[config.mk]
export PLATFORM = sky130hd
export DESIGN_NAME = branch_predictor
export DESIGN_NICKNAME = d
export VERILOG_FILES = /design/src/rtl/bp_pkg.sv /design/src/rtl/bp_sat_counter.sv /design/src/rtl/branch_predictor.sv
export SDC_FILE = /design/constraint.sdc
export NUM_CORES = 2
export LEC_CHECK = 0
export ABC_AREA = 1
export CORE_MARGIN = 3
export CORE_UTILIZATION = 55
export DETAILED_ROUTE_END_ITERATION = 10
export PLACE_DENSITY = 0.72
export SLEW_MARGIN = 10
export SYNTH_ARGS = -nofsm -noshare
export SYNTH_HDL_FRONTEND = slang
export SYNTH_HIERARCHICAL = 1
export SYNTH_SLANG_ARGS = --single-unit
export TNS_END_PERCENT = 50
[constraint.sdc]
create_clock -name clk -period 5.9 [get_ports clk]
set_input_delay 1.18 -clock clk [delete_from_list [all_inputs] [get_ports clk]]
set_output_delay 1.18 -clock clk [all_outputs]
set_load 0.02 [all_outputs]
[src/rtl/bp_pkg.sv]
// Shared definitions for the set-associative branch target buffer:
// direction-counter encodings and geometry helpers.
package bp_pkg;

  typedef enum logic [1:0] {
    STRONG_NT = 2'd0,
    WEAK_NT   = 2'd1,
    WEAK_T    = 2'd2,
    STRONG_T  = 2'd3
  } dir_ctr_e;

  // Freshly allocated entries start weakly taken.
  localparam dir_ctr_e ALLOC_CTR = WEAK_T;

  function automatic int idx_w(input int sets);
    return $clog2(sets);
  endfunction

  function automatic int tag_w(input int xlen, input int sets);
    return xlen - $clog2(sets) - 2;
  endfunction

  function automatic int way_w(input int ways);
    return (ways > 1) ? $clog2(ways) : 1;
  endfunction

endpackage

[src/rtl/bp_sat_counter.sv]
// Next-value logic for a saturating up/down counter; the caller owns the register.
// UP_ONLY=1 ignores i_down, used for the performance counters.
module bp_sat_counter #(
  parameter int W       = 2,
  parameter bit UP_ONLY = 1'b0
) (
  input  logic [W-1:0] i_count,
  input  logic         i_up,
  input  logic         i_down,
  output logic [W-1:0] o_count
);

  localparam logic [W-1:0] MAX_VAL = '1;

  logic w_down;

  assign w_down = UP_ONLY ? 1'b0 : i_down;

  always_comb begin
    o_count = i_count;
    if (i_up && !w_down) begin
      if (i_count != MAX_VAL) o_count = i_count + W'(1);
    end else if (w_down && !i_up) begin
      if (i_count != '0) o_count = i_count - W'(1);
    end
  end

endmodule

[src/rtl/branch_predictor.sv]
// Set-associative BTB with 2-bit direction counters, round-robin replacement,
// invalidate-all and saturating update/mispredict counters.
module branch_predictor
  import bp_pkg::*;
#(
  parameter int XLEN  = 32,
  parameter int SETS  = 16,
  parameter int WAYS  = 2,
  parameter int CNT_W = 32
) (
  input  logic             clk,
  input  logic             rst,
  input  logic             enable,
  input  logic [XLEN-1:0]  lookup_pc,
  output logic             predicted,
  output logic [XLEN-1:0]  predicted_address,
  output logic             lookup_hit,
  input  logic             upd_valid,
  input  logic [XLEN-1:0]  upd_pc,
  input  logic [XLEN-1:0]  upd_target,
  input  logic             upd_taken,
  input  logic             upd_is_jump,
  input  logic             upd_pred_taken,
  input  logic [XLEN-1:0]  upd_pred_target,
  input  logic             invalidate,
  output logic [CNT_W-1:0] update_count,
  output logic [CNT_W-1:0] mispredict_count
);

  localparam int IDX_W = idx_w(SETS);
  localparam int TAG_W = tag_w(XLEN, SETS);
  localparam int WAY_W = way_w(WAYS);

  typedef struct packed {
    logic             valid;
    logic [TAG_W-1:0] tag;
    logic [XLEN-1:0]  target;
    logic [1:0]       ctr;
    logic             is_jump;
  } entry_t;

  entry_t           r_mem [SETS][WAYS];
  logic [WAY_W-1:0] r_rr  [SETS];
  logic [CNT_W-1:0] r_update_count;
  logic [CNT_W-1:0] r_mispredict_count;

  logic [IDX_W-1:0] w_lk_idx;
  logic [TAG_W-1:0] w_lk_tag;
  logic             w_lk_hit;
  logic [WAY_W-1:0] w_lk_way;
  logic [XLEN-1:0]  w_lk_target;
  logic [1:0]       w_lk_ctr;
  logic             w_lk_jump;

  logic [IDX_W-1:0] w_up_idx;
  logic [TAG_W-1:0] w_up_tag;
  logic             w_up_hit;
  logic [WAY_W-1:0] w_up_way;
  logic [1:0]       w_up_ctr;
  logic [1:0]       w_ctr_next;
  logic             w_up_has_inv;
  logic [WAY_W-1:0] w_up_inv_way;
  logic [WAY_W-1:0] w_victim;
  logic [WAY_W-1:0] w_rr_next;
  entry_t           w_alloc_entry;

  logic             w_accept;
  logic             w_mispredict;
  logic [CNT_W-1:0] w_update_count_next;
  logic [CNT_W-1:0] w_mispredict_count_next;
  logic             w_unused_pc_bits;

  assign w_lk_idx = lookup_pc[IDX_W+1:2];
  assign w_lk_tag = lookup_pc[XLEN-1:IDX_W+2];
  assign w_up_idx = upd_pc[IDX_W+1:2];
  assign w_up_tag = upd_pc[XLEN-1:IDX_W+2];
  assign w_unused_pc_bits = ^{lookup_pc[1:0], upd_pc[1:0]};

  // Descending scan so the lowest matching way wins.
  always_comb begin
    w_lk_hit = 1'b0;
    w_lk_way = '0;
    for (int w = WAYS - 1; w >= 0; w--) begin
      if (r_mem[w_lk_idx][w].valid && (r_mem[w_lk_idx][w].tag == w_lk_tag)) begin
        w_lk_hit = 1'b1;
        w_lk_way = WAY_W'(w);
      end
    end
    w_lk_target = r_mem[w_lk_idx][w_lk_way].target;
    w_lk_ctr    = r_mem[w_lk_idx][w_lk_way].ctr;
    w_lk_jump   = r_mem[w_lk_idx][w_lk_way].is_jump;
  end

  assign lookup_hit        = w_lk_hit;
  assign predicted         = w_lk_hit && (w_lk_jump || w_lk_ctr[1]);
  assign predicted_address = w_lk_hit ? w_lk_target : '0;

  always_comb begin
    w_up_hit     = 1'b0;
    w_up_way     = '0;
    w_up_has_inv = 1'b0;
    w_up_inv_way = '0;
    for (int w = WAYS - 1; w >= 0; w--) begin
      if (r_mem[w_up_idx][w].valid && (r_mem[w_up_idx][w].tag == w_up_tag)) begin
        w_up_hit = 1'b1;
        w_up_way = WAY_W'(w);
      end
      if (!r_mem[w_up_idx][w].valid) begin
        w_up_has_inv = 1'b1;
        w_up_inv_way = WAY_W'(w);
      end
    end
    w_up_ctr = r_mem[w_up_idx][w_up_way].ctr;
  end

  // Round-robin pointer is consulted, and advanced, only when the set is full.
  assign w_victim  = w_up_has_inv ? w_up_inv_way : r_rr[w_up_idx];
  assign w_rr_next = (r_rr[w_up_idx] == WAY_W'(WAYS - 1)) ? '0 : r_rr[w_up_idx] + WAY_W'(1);

  always_comb begin
    w_alloc_entry         = '0;
    w_alloc_entry.valid   = 1'b1;
    w_alloc_entry.tag     = w_up_tag;
    w_alloc_entry.target  = upd_target;
    w_alloc_entry.ctr     = ALLOC_CTR;
    w_alloc_entry.is_jump = upd_is_jump;
  end

  bp_sat_counter #(.W(2), .UP_ONLY(1'b0)) u_dir_ctr (
    .i_count (w_up_ctr),
    .i_up    (upd_taken),
    .i_down  (!upd_taken),
    .o_count (w_ctr_next)
  );

  always_ff @(posedge clk) begin
    if (!rst) begin
      for (int s = 0; s < SETS; s++) begin
        r_rr[s] <= '0;
        for (int w = 0; w < WAYS; w++) r_mem[s][w] <= '0;
      end
    end else if (enable) begin
      if (invalidate) begin
        for (int s = 0; s < SETS; s++) begin
          for (int w = 0; w < WAYS; w++) r_mem[s][w].valid <= 1'b0;
        end
      end else if (upd_valid) begin
        if (w_up_hit) begin
          r_mem[w_up_idx][w_up_way].target  <= upd_target;
          r_mem[w_up_idx][w_up_way].is_jump <= upd_is_jump;
          r_mem[w_up_idx][w_up_way].ctr     <= w_ctr_next;
        end else if (upd_taken) begin
          r_mem[w_up_idx][w_victim] <= w_alloc_entry;
          if (!w_up_has_inv) r_rr[w_up_idx] <= w_rr_next;
        end
      end
    end
  end

  // An update dropped by invalidate or a frozen pipeline is neither counted nor scored.
  assign w_accept     = enable && upd_valid && !invalidate;
  assign w_mispredict = (upd_pred_taken != upd_taken) ||
                        (upd_pred_taken && upd_taken && (upd_pred_target != upd_target));

  bp_sat_counter #(.W(CNT_W), .UP_ONLY(1'b1)) u_update_cnt (
    .i_count (r_update_count),
    .i_up    (w_accept),
    .i_down  (1'b0),
    .o_count (w_update_count_next)
  );

  bp_sat_counter #(.W(CNT_W), .UP_ONLY(1'b1)) u_mispredict_cnt (
    .i_count (r_mispredict_count),
    .i_up    (w_accept && w_mispredict),
    .i_down  (1'b0),
    .o_count (w_mispredict_count_next)
  );

  always_ff @(posedge clk) begin
    if (!rst) begin
      r_update_count     <= '0;
      r_mispredict_count <= '0;
    end else begin
      r_update_count     <= w_update_count_next;
      r_mispredict_count <= w_mispredict_count_next;
    end
  end

  assign update_count     = r_update_count;
  assign mispredict_count = r_mispredict_count;

endmodule

== Word-level counts from Yosys, hierarchy flattened ==
Memories as Yosys holds them, arrays and structs flattened.
Cells that the tools add are included.
Storage, ports and cells
  register bits: 64
  latch bits: 0
  RAM bits: 2000
  bits in read-only memories: 0
  memories kept: 2
Operators by class
  add/subtract/negate cells: 5
  $mul: 0
  divide/modulo/power cells: 0
  magnitude comparators: 5
  equal/unequal tests: 9
  shift-type cells: 0
  mux-type cells: 467
  bitwise gates (word level): 407
  reductions and logical operators: 20
Memory list
  r_mem: words 16, bits a word 124, rd ports 2, clocked after Yosys merged registers in 0, write ports 16, RTL line branch_predictor.sv:42  | entry_t r_mem [SETS][WAYS];
  r_rr: words 16, bits a word 1, rd ports 1, clocked after Yosys merged registers in 0, write ports 16, RTL line branch_predictor.sv:43  | logic [WAY_W-1:0] r_rr [SETS];
Operators by type and width (number)
  2-to-1 mux 124 bit: 6
  2-to-1 mux 1 bit: 442
  bitwise OR 1 bit: 404
  demux 62 bit (select 1 bit): 4
  2-to-1 mux 35 bit: 4
  OR reduction 124 bit: 1
  equality test 26 bit: 4
  adder 32 x 1 -> 32 bit, second input constant: 2
  != test 32 bit, second input constant: 2
  2-to-1 mux 62 bit: 1
  2-to-1 mux 32 bit: 1
  != test 32 bit: 1
  logical AND 1 bit: 12
  2-to-1 mux 3 bit: 4
  2-to-1 mux 4 bit: 2
  >= comparator 2 bit, second input constant: 3
  2-to-1 mux 2 bit: 3
  NOT 1 -> 2 bit: 3
  < comparator 2 x 1 -> 1 bit, second input constant: 2
  AND reduction 2 bit: 2
  adder 2 x 1 -> 2 bit, second input constant: 1
  logical OR 1 bit: 2
  != test 2 bit, second input constant: 1
  nonzero test 2 bit: 1
  other kinds (5): 5

== Depth between registers and ports, before layout ==
An unclocked memory read counts as a cell.
  depth after elaboration: 16
  mapped depth: 31
  gate-level depth less buffers: 26

== Cells and area by module ==
Netlist, hierarchy kept.
Modules (own cells, without submodules)
  branch_predictor: times used 1, cells each 11159, area an instance 100485.1 um^2
  bp_sat_counter at u_mispredict_cnt ...: times used 2, cells each 276, area an instance 1311.3 um^2
  bp_sat_counter at u_dir_ctr: times used 1, cells each 17, area an instance 73.8 um^2

== Worst setup path after synthesis ==
Ideal clock, no wire load.
  kind: in2out
  start point: in lookup_pc[3]
  end point: out lookup_hit
  arrival: 3.661 ns
  data required time: 4.720 ns
  path slack: 1.059 ns
  stages on the path: 15
  path buffers: 5
  cells stage by stage: clkbuf_1 inv_1 buf_2 clkbuf_1 clkbuf_1 o21ai_0 o221ai_1 o21ai_0 o22ai_1 xor2_1 nand3_1 nor2_1 nand2_1 buf_2 o21ai_0
On the way
  longest elaborated chain between the ends: 5
  elaborated cells on any way between the ends: 7
  those cells by class: eq/ne: 2; mux: 2; reduce/logical: 2; memory: 1
RTL lines
  start, declared: RTL line branch_predictor.sv:14  | input logic [XLEN-1:0] lookup_pc,
  memory (16 x 124 bit) *
  equality test 26 bit: RTL line branch_predictor.sv:84  | if (r_mem[w_lk_idx][w].valid && (r_mem[w_lk_idx][w].tag == w_lk_tag)) begin
  logical AND 1 bit: RTL line branch_predictor.sv:84
  2-to-1 mux 1 bit: RTL line branch_predictor.sv:84
  2-to-1 mux 1 bit *: RTL line branch_predictor.sv:84
  end, declared: RTL line branch_predictor.sv:17  | output logic lookup_hit,
Every way passes the cells marked *; elsewhere a longest branch is shown, timed or not.

== Final worst setup path ==
  start point: in lookup_pc[4]
  end point: out predicted
On the way
  longest elaborated chain between the ends: 11
  elaborated cells on any way between the ends: 14
  those cells by class: eq/ne: 2; mux: 6; bitwise: 1; reduce/logical: 4; memory: 1
RTL lines
  memory (16 x 124 bit) *
  equality test 26 bit: RTL line branch_predictor.sv:84
  logical AND 1 bit: RTL line branch_predictor.sv:84
  2-to-1 mux 1 bit (2 in a row): RTL line branch_predictor.sv:84
  NOT 1 -> 2 bit (implied by the code): RTL line branch_predictor.sv:90, branch_predictor.sv:91
  2-to-1 mux 35 bit (implied by the code) (3 in a row): RTL line branch_predictor.sv:91  | w_lk_jump = r_mem[w_lk_idx][w_lk_way].is_jump;
  logical OR 1 bit: RTL line branch_predictor.sv:95  | assign predicted = w_lk_hit && (w_lk_jump || w_lk_ctr[1]);
  logical AND 1 bit *: RTL line branch_predictor.sv:95
  end, declared: RTL line branch_predictor.sv:15  | output logic predicted,
Every way passes the cells marked *; elsewhere a longest branch is shown, timed or not. The select of a mux whose other input is x is not followed.

==> flow_summary_export.csv <==
group,metric,value,unit
sta,worstMarginPinSlew,1230,ps
synth,yosysWarningCount,6,
global_route,grt_pass1_vias,87294,
power_and_ir_drop,p_leak,48.7,nW
global_route,grt_pass1_wl,553000,um
sta,fin_skew,32.9,ps
job,drv_cap,0,
finish,final_cell_area,119000,sq um
clock_network,root_buffer,"clkbuf_16",
placement,io_buffers,229,
synth,synthesis.area,103000,sq um
floorplanning,core_area,186000,sq um
setup_path,worstPathRequired,4720,ps
power_and_ir_drop,powerDensity,285,nW/um^2
placement,place_area,112000,sq um
sta,setup_viol,1,
setup_path,reg2regPathDepth,22,
floorplanning,start_util,55.5,%
finish,drive_gt1_share,8.90,%
placement,gp_congestion,0.978,
worst_hold_path,hold_path_depth,2,
sta,fin_ws,-43.6,ps
drt,dr_total_vias,91553,
global_route,grt_max_degree,177,
setup_path,rr_startpoint,"r_mem[15][37]",
drt,antenna_left,0,
finish,nNetsFinal,11926,
sta,tns,-43.6,ps
setup_path,r2r-end,"r_mem[4][64]",
synth,syn_nets,11866,
sta,hold_viol,0,
sta,rsz0062_at_grt,"true",
clock_network,cts_sinks,2064,
sta,max_slew_margin,17.6,%
placement,dpl.hpwl,231000,um
floorplanning,num_rows,158,
sta,fin_crit,5940,ps
finish,multi_input_area,36700,sq um
finish,instances_no_fill,14451,
setup_path,start_kind,"primary input",
worst_hold_path,holdPathEnd,"r_mem[4][61]",
power_and_ir_drop,irDropWorstVdd,0.277,mV
setup_path,rrSetupSlack,2020,ps
floorplanning,design.die.area,193000,sq um
outcome,status,"complete, but fails checks",
setup_path,cp_max_fo,34,
clock_network,ctsHoldBuffers,0,
setup_path,critPathCaptureType,"output pin",
drt,first_pass_iters,7,
drt,routed_wl,381000,um
floorplanning,die_h,439,um
synth,syn_avg_cell_area,8.80,sq um
worst_hold_path,hp-start,"r_mem[4][61]",
clock_network,htree_levels,4,
worst_hold_path,hold_class,"flop to flop",
drt,viasPerCell,6.34,
global_route,grt_overflow,0,
drt,drt-wirelength-per-cell,26.3,um
global_route,grt_usage,38.5,%
global_route,antenna_found_initial,7,
synth,synth_cells,11727,
setup_path,cp.arrival,4760,ps
outcome,failed_checks,"setup timing",
clock_network,clkLatencyLatePin,880,ps
sta,maxSlewViolCount,0,
clock_network,cts_tree,"built",
clock_network,numCtsBuffers,212,
floorplanning,die_w,439,um
setup_path,path_class,"primary input to output pin",
placement,dp.cells,14051,
sta,period_share,101,%
setup_path,startpoint,"lookup_pc[4]",
finish,area_delta_synth_final,15.0,%
finish,nFillCells,14894,
drt,drc,0,
clock_network,cts.clk_slew.worst_paths,60,ps
drt,dr.first_iter.drc_count,14897,
floorplanning,io-pin-count,234,
sta,fmax,168,MHz
clock_network,clock_path_buffers,3,
finish,seqCellArea,60900,sq um
-- worst max-delay path: stages --
cell and delay (ps):
buf_8 110, inv_8 290, buf_4 300, o21ai_0 130
o211ai_1 470, o21ai_1 260, xor2_1 180, nand2_1 60
nor2_1 110, nand2_1 110, nor2_4 240, nand2_1 150
buf_12 210, nand3_1 90, nand2_1 190, clkdlybuf4s50_1 600
-- area by class of cell --
class                   instances  area share (%)
diodes                          5          0.0105
inverters                     463            1.50
well taps                    2480            2.61
clock buffers                 269            4.76
flip-flops and latches       2064            51.3
clock inverters               124            1.12
repair buffers                802            7.78
multi-input cells            8244            30.9
-- stage by stage --
stage | utilization (%) | setup slack, ps | power (mW) | hold WS [ps]
3_3_place_gp | 60.0 | -7.59 | 20.3 | 472
4_1_cts | 63.7 | 9.64 | 33.8 | 489
6_report | 63.8 | -43.6 | 33.9 | 488
2_1_floorplan | - | 1060 | 18.7 | 460
5_1_grt | 63.8 | -154 | 34.6 | 502
3_5_place_dp | 60.0 | -82.2 | 20.3 | 480
-- cells in the final DEF, fill, tap and decap left out, types with 9 or more instances in the layout --
cell / n
xnor2_1: 54
a221oi_1: 227
nor2_2: 14
nor3_1: 31
dlymetal6s2s_1: 19
nand2_2: 99
dfxtp_1: 112
xor2_1: 16
inv_2: 11
clkbuf_1: 47
clkinv_1: 82
o21ai_0: 656
o22ai_1: 47
bufinv_16: 23
nand4_1: 111
clkbuf_16: 215
a21oi_1: 577
a32oi_1: 9
o21ai_1: 44
nor2_1: 2620
buf_12: 203
edfxtp_1: 1952
inv_1: 409
buf_4: 373
o221ai_1: 76
a31oi_1: 21
nand2_1: 3008
a22oi_1: 15
nor2_4: 14
nand2_4: 11
o211ai_1: 116
nand3_1: 429
clkdlybuf4s50_1: 189
clkinv_2: 34
-- registers in the layout (all words and copies together) (netlist names) --
register / count
mispredict_count: 32
r_mem: 1984
r_rr: 16
update_count: 32
-- routing by layer --
layer | vias up | wire length [um] | track usage [%]
li1 | 39622 | - | -
met1 | 43133 | 129000 | 48.6
met2 | 7283 | 170000 | 59.6
met3 | 1509 | 50700 | 8.53
met4 | 6 | 29900 | 26.1
met5 | - | 32 | 0
-- repair_timing --
| action | 4_1_cts | 5_1_grt |
|---|---|---|
| resized for setup | 11 | 23 |
| cloned | 1 | 0 |
| endpoints found under the setup margin | 28 | 23 |
| pin swaps | 0 | 1 |
| setup buffers | 0 | 1 |
-- worst max-delay path by stage --
stage                            endpoint  cells after the start
floorplan                      lookup_hit                     15
global placement     predicted_address[3]                     19
detailed placement   predicted_address[5]                     19
CTS                 predicted_address[29]                     21
global route                    predicted                     19
finish                          predicted                     16
-- where the power goes --
group	total (mW)	switching, mW	internal (mW)
Sequential	16.6	0.174	16.4
Clock	13.7	5.90	7.78
Combinational	3.58	2.57	1.01
No activity file was read; power rests on OpenSTA's default activity.
